<file path="src/rtl/data_pack_pkg.sv">
// Shared widths and types for the data_pack symbol-to-word packer.
// Optional build macro DATA_PACK_ERR_EN is consumed by the interface and top level.
package data_pack_pkg;

  localparam int SYM_W  = 7;
  localparam int WORD_W = 32;
  localparam int ACC_W  = WORD_W + SYM_W - 1;
  localparam int CNT_W  = $clog2(WORD_W) + 1;

  typedef logic [SYM_W-1:0]  sym_t;
  typedef logic [WORD_W-1:0] word_t;
  typedef logic [ACC_W-1:0]  acc_t;
  typedef logic [CNT_W-1:0]  cnt_t;

  localparam cnt_t WORD_CNT = cnt_t'(WORD_W);
  localparam cnt_t SYM_CNT  = cnt_t'(SYM_W);

  // Keeps only the lowest n bits of a word; n at or above WORD_W keeps all of them.
  function automatic word_t low_mask(input cnt_t n);
    word_t m;
    if (n >= WORD_CNT) m = '1;
    else               m = (word_t'(1) << n) - word_t'(1);
    return m;
  endfunction

endpackage

</file>
<file path="src/rtl/data_pack_if.sv">
// Symbol-in / word-out stream bundle for data_pack.
// err_out exists only when DATA_PACK_ERR_EN is defined.
interface data_pack_if;
  import data_pack_pkg::*;

  logic  valid_in;
  sym_t  data_in;
  logic  sop_in;
  logic  eop_in;
  logic  ready_out;
  logic  valid_out;
  word_t data_out;
  logic  sop_out;
  logic  eop_out;
  cnt_t  bits_out;
  logic  ready_in;
`ifdef DATA_PACK_ERR_EN
  logic  err_out;
`endif

  modport slave (
    input  valid_in, data_in, sop_in, eop_in, ready_in,
`ifdef DATA_PACK_ERR_EN
    output err_out,
`endif
    output ready_out, valid_out, data_out, sop_out, eop_out, bits_out
  );

  modport master (
    output valid_in, data_in, sop_in, eop_in, ready_in,
`ifdef DATA_PACK_ERR_EN
    input  err_out,
`endif
    input  ready_out, valid_out, data_out, sop_out, eop_out, bits_out
  );

endinterface

</file>
<file path="src/rtl/data_pack_out_reg.sv">
// Output holding register: a one-entry valid/ready stage that keeps the
// packed word and its sop/eop/bits tags stable while downstream stalls.
module data_pack_out_reg
  import data_pack_pkg::*;
(
  input  logic  clk,
  input  logic  rst,
  input  logic  load_valid_i,
  output logic  load_ready_o,
  input  word_t load_data_i,
  input  logic  load_sop_i,
  input  logic  load_eop_i,
  input  cnt_t  load_bits_i,
  input  logic  ready_i,
  output logic  valid_o,
  output word_t data_o,
  output logic  sop_o,
  output logic  eop_o,
  output cnt_t  bits_o
);

  logic  valid_q, valid_d;
  word_t data_q, data_d;
  logic  sop_q, sop_d;
  logic  eop_q, eop_d;
  cnt_t  bits_q, bits_d;

  assign load_ready_o = !valid_q || ready_i;

  always_comb begin
    valid_d = valid_q;
    data_d  = data_q;
    sop_d   = sop_q;
    eop_d   = eop_q;
    bits_d  = bits_q;
    if (load_valid_i && load_ready_o) begin
      valid_d = 1'b1;
      data_d  = load_data_i;
      sop_d   = load_sop_i;
      eop_d   = load_eop_i;
      bits_d  = load_bits_i;
    end else if (ready_i) begin
      valid_d = 1'b0;
    end
  end

  always_ff @(posedge clk or negedge rst) begin
    if (!rst) begin
      valid_q <= 1'b0;
      data_q  <= '0;
      sop_q   <= 1'b0;
      eop_q   <= 1'b0;
      bits_q  <= '0;
    end else begin
      valid_q <= valid_d;
      data_q  <= data_d;
      sop_q   <= sop_d;
      eop_q   <= eop_d;
      bits_q  <= bits_d;
    end
  end

  assign valid_o = valid_q;
  assign data_o  = data_q;
  assign sop_o   = sop_q;
  assign eop_o   = eop_q;
  assign bits_o  = bits_q;

endmodule

</file>
<file path="src/rtl/data_pack.sv">
// Repacks a 7-bit symbol stream LSB-first into 32-bit words with sop/eop and
// a valid-bit count on the last word. Define DATA_PACK_ERR_EN for err_out.
module data_pack
  import data_pack_pkg::*;
(
  input logic         clk,
  input logic         rst,
  data_pack_if.slave  bus
);

  acc_t  acc_q, acc_d;
  cnt_t  count_q, count_d;
  logic  flush_q, flush_d;
  logic  sop_pend_q, sop_pend_d;
  logic  open_q, open_d;

  logic  accept;
  logic  slot_free;
  logic  emit;
  logic  final_word;
  word_t emit_data;
  cnt_t  emit_bits;

  assign bus.ready_out = !flush_q && (count_q < WORD_CNT);
  assign accept        = bus.valid_in && bus.ready_out;
  assign emit          = slot_free && ((count_q >= WORD_CNT) || flush_q);
  assign final_word    = flush_q && (count_q <= WORD_CNT);
  assign emit_data     = acc_q[WORD_W-1:0] & low_mask(count_q);
  assign emit_bits     = final_word ? count_q : WORD_CNT;

  // The emit drains first, so an accepted symbol lands just above what remains.
  always_comb begin
    acc_d      = acc_q;
    count_d    = count_q;
    flush_d    = flush_q;
    sop_pend_d = sop_pend_q;
    open_d     = open_q;
    if (emit) begin
      if (final_word) begin
        acc_d   = '0;
        count_d = '0;
        flush_d = 1'b0;
      end else begin
        acc_d   = acc_q >> WORD_W;
        count_d = count_q - WORD_CNT;
      end
      sop_pend_d = 1'b0;
    end
    if (accept) begin
      acc_d   = acc_d | (acc_t'(bus.data_in) << count_d);
      count_d = count_d + SYM_CNT;
      if (bus.sop_in && !open_q) sop_pend_d = 1'b1;
      if (bus.eop_in) begin
        flush_d = 1'b1;
        open_d  = 1'b0;
      end else if (bus.sop_in) begin
        open_d  = 1'b1;
      end
    end
  end

  always_ff @(posedge clk or negedge rst) begin
    if (!rst) begin
      acc_q      <= '0;
      count_q    <= '0;
      flush_q    <= 1'b0;
      sop_pend_q <= 1'b0;
      open_q     <= 1'b0;
    end else begin
      acc_q      <= acc_d;
      count_q    <= count_d;
      flush_q    <= flush_d;
      sop_pend_q <= sop_pend_d;
      open_q     <= open_d;
    end
  end

  data_pack_out_reg u_out_reg (
    .clk          (clk),
    .rst          (rst),
    .load_valid_i (emit),
    .load_ready_o (slot_free),
    .load_data_i  (emit_data),
    .load_sop_i   (sop_pend_q),
    .load_eop_i   (final_word),
    .load_bits_i  (emit_bits),
    .ready_i      (bus.ready_in),
    .valid_o      (bus.valid_out),
    .data_o       (bus.data_out),
    .sop_o        (bus.sop_out),
    .eop_o        (bus.eop_out),
    .bits_o       (bus.bits_out)
  );

`ifdef DATA_PACK_ERR_EN
  logic err_q, err_d;

  // Sticky protocol error: a nested sop, or a symbol with no packet around it.
  always_comb begin
    err_d = err_q;
    if (accept && (bus.sop_in ? open_q : !open_q)) err_d = 1'b1;
  end

  always_ff @(posedge clk or negedge rst) begin
    if (!rst) err_q <= 1'b0;
    else      err_q <= err_d;
  end

  assign bus.err_out = err_q;
`endif

endmodule
</file>
<file path="src/flat_wrapper.sv">
// flat-port wrapper written by rule: the top's interface ports become plain ports
module data_pack_flat import data_pack_pkg::*;
  (clk, rst, bus_valid_in, bus_data_in, bus_sop_in, bus_eop_in, bus_ready_in, bus_ready_out, bus_valid_out, bus_data_out, bus_sop_out, bus_eop_out, bus_bits_out);
  data_pack_if bus_i ();
  input logic clk;
  input logic rst;
  input wire logic [$bits(bus_i.valid_in)-1:0] bus_valid_in;
  input wire logic [$bits(bus_i.data_in)-1:0] bus_data_in;
  input wire logic [$bits(bus_i.sop_in)-1:0] bus_sop_in;
  input wire logic [$bits(bus_i.eop_in)-1:0] bus_eop_in;
  input wire logic [$bits(bus_i.ready_in)-1:0] bus_ready_in;
  output wire logic [$bits(bus_i.ready_out)-1:0] bus_ready_out;
  output wire logic [$bits(bus_i.valid_out)-1:0] bus_valid_out;
  output wire logic [$bits(bus_i.data_out)-1:0] bus_data_out;
  output wire logic [$bits(bus_i.sop_out)-1:0] bus_sop_out;
  output wire logic [$bits(bus_i.eop_out)-1:0] bus_eop_out;
  output wire logic [$bits(bus_i.bits_out)-1:0] bus_bits_out;
  assign bus_i.valid_in = bus_valid_in;
  assign bus_i.data_in = bus_data_in;
  assign bus_i.sop_in = bus_sop_in;
  assign bus_i.eop_in = bus_eop_in;
  assign bus_i.ready_in = bus_ready_in;
  assign bus_ready_out = bus_i.ready_out;
  assign bus_valid_out = bus_i.valid_out;
  assign bus_data_out = bus_i.data_out;
  assign bus_sop_out = bus_i.sop_out;
  assign bus_eop_out = bus_i.eop_out;
  assign bus_bits_out = bus_i.bits_out;
  data_pack u_core (.clk(clk), .rst(rst), .bus(bus_i));
endmodule
</file>
<file path="config.mk">
export PLATFORM = sky130hd
export DESIGN_NAME = data_pack_flat
export DESIGN_NICKNAME = d
export VERILOG_FILES = /design/src/rtl/data_pack_pkg.sv /design/src/rtl/data_pack_if.sv /design/src/rtl/data_pack_out_reg.sv /design/src/rtl/data_pack.sv /design/src/flat_wrapper.sv
export SDC_FILE = /design/constraint.sdc
export NUM_CORES = 1
export LEC_CHECK = 0
export BUFFER_PORTS_ARGS = -buffer_cell sky130_fd_sc_hd__buf_4
export CAP_MARGIN = 20
export CORE_MARGIN = 3
export CORE_UTILIZATION = 53
export CTS_BUF_LIST = sky130_fd_sc_hd__clkbuf_16
export DETAILED_ROUTE_END_ITERATION = 8
export PLACE_DENSITY = 0.76
export SYNTH_ARGS = -nofsm -noshare
export SYNTH_HDL_FRONTEND = slang
export SYNTH_SLANG_ARGS = --single-unit
</file>
<file path="constraint.sdc">
create_clock -name clk -period 2.25 [get_ports clk]
set_input_delay 0.225 -clock clk [delete_from_list [all_inputs] [get_ports clk]]
set_output_delay 0.225 -clock clk [all_outputs]
set_load 0.01 [all_outputs]
</file>
# Yosys cells after proc, flatten, opt, wreduce, memory -nomap -nowiden
# Cells that the tools add are included.
# op_classes
n_addsub,3
magnitude_cmp,3
shifts,2
muxes,19
n_bitwise,2
n_reduce_logical,14
# ops
cell,n
$mux W38,2
$or A38 B38 Y38,1
$shl A7 B6 Y38,1
$and A32 B32 Y32,1
$mux W32,1
$shl A1 B6 Y32 const A,1
$sub A32 B1 Y32 const B,1
$mux W6,5
$mux W1,11
$add A6 B3 Y6 const B,1
$ge A6 B6 Y1 const B,1
$le A6 B6 Y1 const B,1
$logic_and A1 B1 Y1,6
$lt A6 B6 Y1 const B,1
$sub A6 B6 Y6 const B,1
$reduce_bool A2 Y1,2
$logic_not A1 Y1,3
$logic_or A1 B1 Y1,2
$reduce_and A2 Y1,1
# word_totals
reg_bits,88
input_bits,13
out_inout_bits,42
word_cells,53

# Logic depth before layout (Yosys ltp)
# depth
depth_word,7
ltp_mapped,11
mapped_depth_nobuf,8

# Hierarchy
# A second synthesis with hierarchy kept.
# hier_totals
hier_cells,535
hier_area_um2,5500.3
# by_module_without_submodules
mod,n_inst,cells_per_inst,area_per_inst_um2,seq_area_each_um2
data_pack,1,447,3797.4,1176.1
data_pack_out_reg,1,88,1702.9,1026.0

# Worst setup path before layout
# No wires, ideal clock.
# synth_path
path_type,register -> register
startpoint,reg u_core.count_q[4]
endpoint,reg u_core.u_out_reg.data_q[14] (netlist: u_core.u_out_reg.data_o[14])
setup_time_ns,0.135
arrival_ns,1.995
t_required_ns,2.115
setup_slack_ns,0.120
path_stages_with_launch,10
path_buffers,3
period_less_slack_ns,2.130
cell_sequence,dfrtp_1 -> buf_4 -> nor3_2 -> nand3_1 -> ha_1 -> buf_2 -> buf_1 -> xor2_1 -> o31ai_1 -> o31ai_1
# synth_via
elab_chain_len,4
elab_cells_between_ends,8
classes_between,add/sub (1); order compare (1); shift (1); mux (1); bitwise (1); reduce/logical (3)
# synth_rtl
item,line,rtl
"start, declared",data_pack.sv:12,"cnt_t count_q, count_d;"
"start signal, assigned",data_pack.sv:71,count_q <= count_d;
$shl A1 B6 Y32 / $ge A6 B6 Y1 (equally long branches),"data_pack_pkg.sv:22, data_pack_pkg.sv:21, data_pack.sv:26",
$sub A32 B1 Y32 / $logic_or A1 B1 Y1 (equally long branches),"data_pack_pkg.sv:22, data_pack.sv:26",
$mux W32 / $logic_and A1 B1 Y1 (equally long branches),"data_pack_pkg.sv:21, data_pack.sv:26",
$and A32 B32 Y32 / $logic_and A1 B1 Y1 (equally long branches),"data_pack.sv:28, data_pack_out_reg.sv:36",
"end signal, assigned",data_pack_out_reg.sv:56,data_q <= data_d;
"end, declared",data_pack_out_reg.sv:23,"word_t data_q, data_d;"
# Several ways; a longest one is shown, not always the timed one.
# A chain may end at the register's enable or synchronous reset.

# Worst setup path after layout
# layout_path
startpoint,reg u_core.count_q[0]
endpoint,reg u_core.acc_q[12]
# layout_via
elab_chain_len,7
elab_cells_between_ends,15
classes_between,add/sub (1); order compare (3); shift (1); mux (4); bitwise (1); reduce/logical (5)
# layout_rtl
item,line,rtl
$le A6 B6 Y1 / $ge A6 B6 Y1 (equally long branches),"data_pack.sv:27, data_pack.sv:26",
$logic_and A1 B1 Y1 / $logic_or A1 B1 Y1 (equally long branches),"data_pack.sv:27, data_pack.sv:26",
$mux W6 / $logic_and A1 B1 Y1 (equally long branches),"data_pack.sv:39, data_pack.sv:26",
$mux W6,data_pack.sv:38,if (emit) begin
$shl A7 B6 Y38,data_pack.sv:50,acc_d = acc_d | (acc_t'(bus.data_in) << count_d);
$or A38 B38 Y38,data_pack.sv:50,
$mux W38 *,data_pack.sv:49,if (accept) begin
named net u_core.acc_d[12],data_pack.sv:11,"acc_t acc_q, acc_d;"
"end signal, assigned",data_pack.sv:64,acc_q <= '0;
"end signal, assigned",data_pack.sv:70,acc_q <= acc_d;
"end, declared",data_pack.sv:11,
# Mark *: on every way through the listed nets, which the timed path passes. The rest lies on a longest branch.

==> flow_metrics.tcl <==
set metrics [dict create \
    rsz0062_at_grt "no" \
    dieArea_mm2 0.0101 \
    min_period_ns 2.13 \
    synth_top_flop_cell "dfrtp_1" \
    cap_viol_max_count 0 \
    cp.arrival_ns 2.31 \
    ir_drop_mv 0.906 \
    diodes 0 \
    die_w_um 100 \
    fmax_mhz 470 \
    cts_root_buffer "clkbuf_16" \
    wire_per_inst_um 21.0 \
    finalWirelength_mm 14.5 \
    gr-total-overflow 0 \
    grt_pass1_vias 4206 \
    power.leakage_nw 2.59 \
    hold_viol 0 \
    cts_buffer_depth 2 \
    ys_ff_latch 88 \
    gp_congestion 0.976 \
    syn_avg_cell_area_um2 9.19 \
    antenna_found_initial 0 \
    area_delta_synth_final_pct 20.5 \
    syn_nets 528 \
    nNetsFinal 594 \
    placementRows 33 \
    startpoint_type "flop" \
    hold_class "primary input to flop" \
    drive_gt1_frac 0.229 \
    multi_input_area_mm2 0.00230 \
    cp_max_fo 26 \
    gr-usage-all-layers 0.293 \
    final_core_util 0.674 \
    final.setup.tns_ns 0 \
    finalCritPeriodShare 0.947 \
    path_class "flop to flop" \
    core_mm2 0.00842 \
    crit_slowest_cell "o221ai_1" \
    cp-end-kind "flop" \
    vias_per_cell 6.40 \
    worstPathCellList "buf_4 -> mux2i_1 -> nor2_1 -> o221ai_1 -> o21ai_0" \
    grt_pass1_wl_mm 22.8 \
    design_power_total_mw 8.73 \
    relSlewSlack 0.576 \
    nFillCells 675 \
    cts_buffers 9 \
    post-dp-hpwl_mm 10.0 \
    ys_seq_area_frac 0.467 \
    slowest_delay_ns 0.53 \
    async_reset_ff_frac 1.00 \
    grt_max_degree 67 \
    netlist_area_mm2 0.00472 \
    instances_no_fill 689 \
    io_buffer_count 54 \
    status "complete, no violations" \
    placed_cells 672 \
    ys_types 65 \
    tightest_slew_ns 0.637 \
    ys_warn_count 0 \
    postSynthCellCount 513 \
    skew_ns 0.00999 \
    via_count 4408 \
    clk_latency_ns 0.34 \
    setup_viol 0 \
    worstPathRequired_ns 2.43 \
    synth_edf_count 0 \
    numClockSinks 88 \
    seqCellArea_mm2 0.00220 \
    cts_tree "done" \
    drtAntennaViolNets 0 \
    drc 0 \
    top_level_ports 55 \
    firstDrtPassIters 5 \
    drt_iter0_drc 544 \
    die_y_um 100 \
    clkSlewWorstSetupHoldPaths_ns 0.06 \
    slew_viol_final 0 \
    start_util 0.560 \
    htreeDepth 3 \
    powerDensity_mw_per_mm2 1540 \
]
-- layer usage --
layer,part of all wire,GRT usage,vias up
met2,0.44,0.429,265
met3,0.095,0.0625,53
met4,0.048,0.147,0
met1,0.41,0.411,2113
li1,-,-,1977
met5,0,0,-
-- final cells by class --
class / instances / area share
flip-flops and latches: 88 / 0.388
inverters: 8 / 0.00529
clock inverters: 7 / 0.0123
clock buffers: 9 / 0.0396
multi-input cells: 381 / 0.405
repair buffers: 91 / 0.127
well taps: 105 / 0.0231
-- state kept, by name, indices dropped and copies added (netlist names) --
signal and count:
u_core.u_out_reg.valid_o 1, u_core.acc_q 38, u_core.u_out_reg.sop_o 1, u_core.count_q 6, u_core.sop_pend_q 1, u_core.u_out_reg.bits_o 6
u_core.u_out_reg.eop_o 1, u_core.u_out_reg.data_o 32, u_core.open_q 1, u_core.flush_q 1
-- synth_stat cells, types with 3 or more instances --
cell      number  area, um2
nor3_2         3       30.0
nor2_1        37        139
buf_2         18       90.1
a22oi_1       14        105
a21oi_1       23        115
nor3_1         9       45.0
a32oi_1        4       35.0
xnor2_1        4       35.0
and2_1         4       25.0
o21ai_1       12       60.1
o221ai_1       9       78.8
o22ai_1        4       25.0
o21ai_0       50        250
dfrtp_1       88       2200
mux2i_1        9       90.1
a221o_1        4       40.0
inv_1          7       26.3
o21a_1         3       22.5
nor2b_1        6       37.5
buf_6          3       33.8
or3_1          4       25.0
a22o_1        13        114
o211ai_1       3       22.5
nand2_1       93        349
buf_4          5       37.5
xor2_1         4       35.0
a31oi_1        6       37.5
clkbuf_1       9       33.8
o31ai_1       10       75.1
nand2b_1       3       18.8
mux2_2         3       33.8
nand3_1        9       45.0
-- worst max-delay path, delay by kind of cell (launching register included) --
| family | cells | cell delay, ns |
|---|---|---|
| AOI/OAI and AO/OA | 2 | 0.73 |
| buffers and inverters | 1 | 0.35 |
| DFF | 1 | 0.44 |
| muxes | 1 | 0.38 |
| and+or+nand+nor | 1 | 0.07 |
-- per-stage QoR --
step	hold WS, ns	instance area [um2]	worst slack [ns]
final	0.0739	5680	0.120
after detailed placement	0.194	5370	0.205
after global placement	0.188	5370	0.237
after global routing	0.0799	5680	0.0923
after floorplan	-0.0706	4720	0.120
after CTS	0.0744	5680	0.197
-- power by group --
group	switching (mW)	internal [mW]	leakage, nW
Combinational	3.03	1.86	1.26
Sequential	0.301	2.04	1.19
Clock	0.636	0.863	0.147
Total	3.97	4.77	2.59
-- kinds of logic (layout without fill, tap and decap cells) --
kind of cell / count (synthesis) / after routing / share of synthesized area
xor+xnor: 8 / 8 / 0.0149
simple gates: 184 / 184 / 0.184
fa+ha+maj: 2 / 2 / 0.00531
flops: 88 / 88 / 0.467
buf+inv: 44 / 115 / 0.0486
mux: 13 / 13 / 0.0295
compound gates: 174 / 174 / 0.250
-- what timing repair did --
action,in CTS,in global routing
hold endpoints to repair,31,0
gates resized for setup,0,1
setup buffers,0,0
setup endpoints to repair,0,1
hold buffers,1,0
-- final timing paths --
kind / cells past startpoint / end / from / slack [ns]
max: 5 / u_core.acc_q[12] / u_core.count_q[0] / 0.12
min: 2 / u_core.open_q / bus_eop_in / 0.07
max reg2reg: 5 / u_core.acc_q[12] / u_core.count_q[0] / 0.12
min reg2reg: 2 / u_core.u_out_reg.data_o[9] / u_core.u_out_reg.data_o[9] / 0.47
max in group asynchronous: 3 / u_core.u_out_reg.data_o[18] / rst / 1.23
min in group asynchronous: 2 / u_core.u_out_reg.data_o[6] / rst / 0.37
-- placed cells by master, fill, tap and decap left out, drive strengths merged, types with 5 or more instances in the layout --
master,Yosys,layout
a21oi,25,25
nand3,9,9
o221ai,10,10
o31ai,11,11
nor3,13,13
mux2i,9,9
o21ai,65,65
or3,5,5
buf,27,90
clkbuf,9,9
dfrtp,88,88
a22oi,14,14
inv,8,11
a31oi,6,6
nor2b,7,7
a22o,13,13
nor2,39,39
nand2,94,94
No activity file was read; power rests on OpenSTA's default activity.
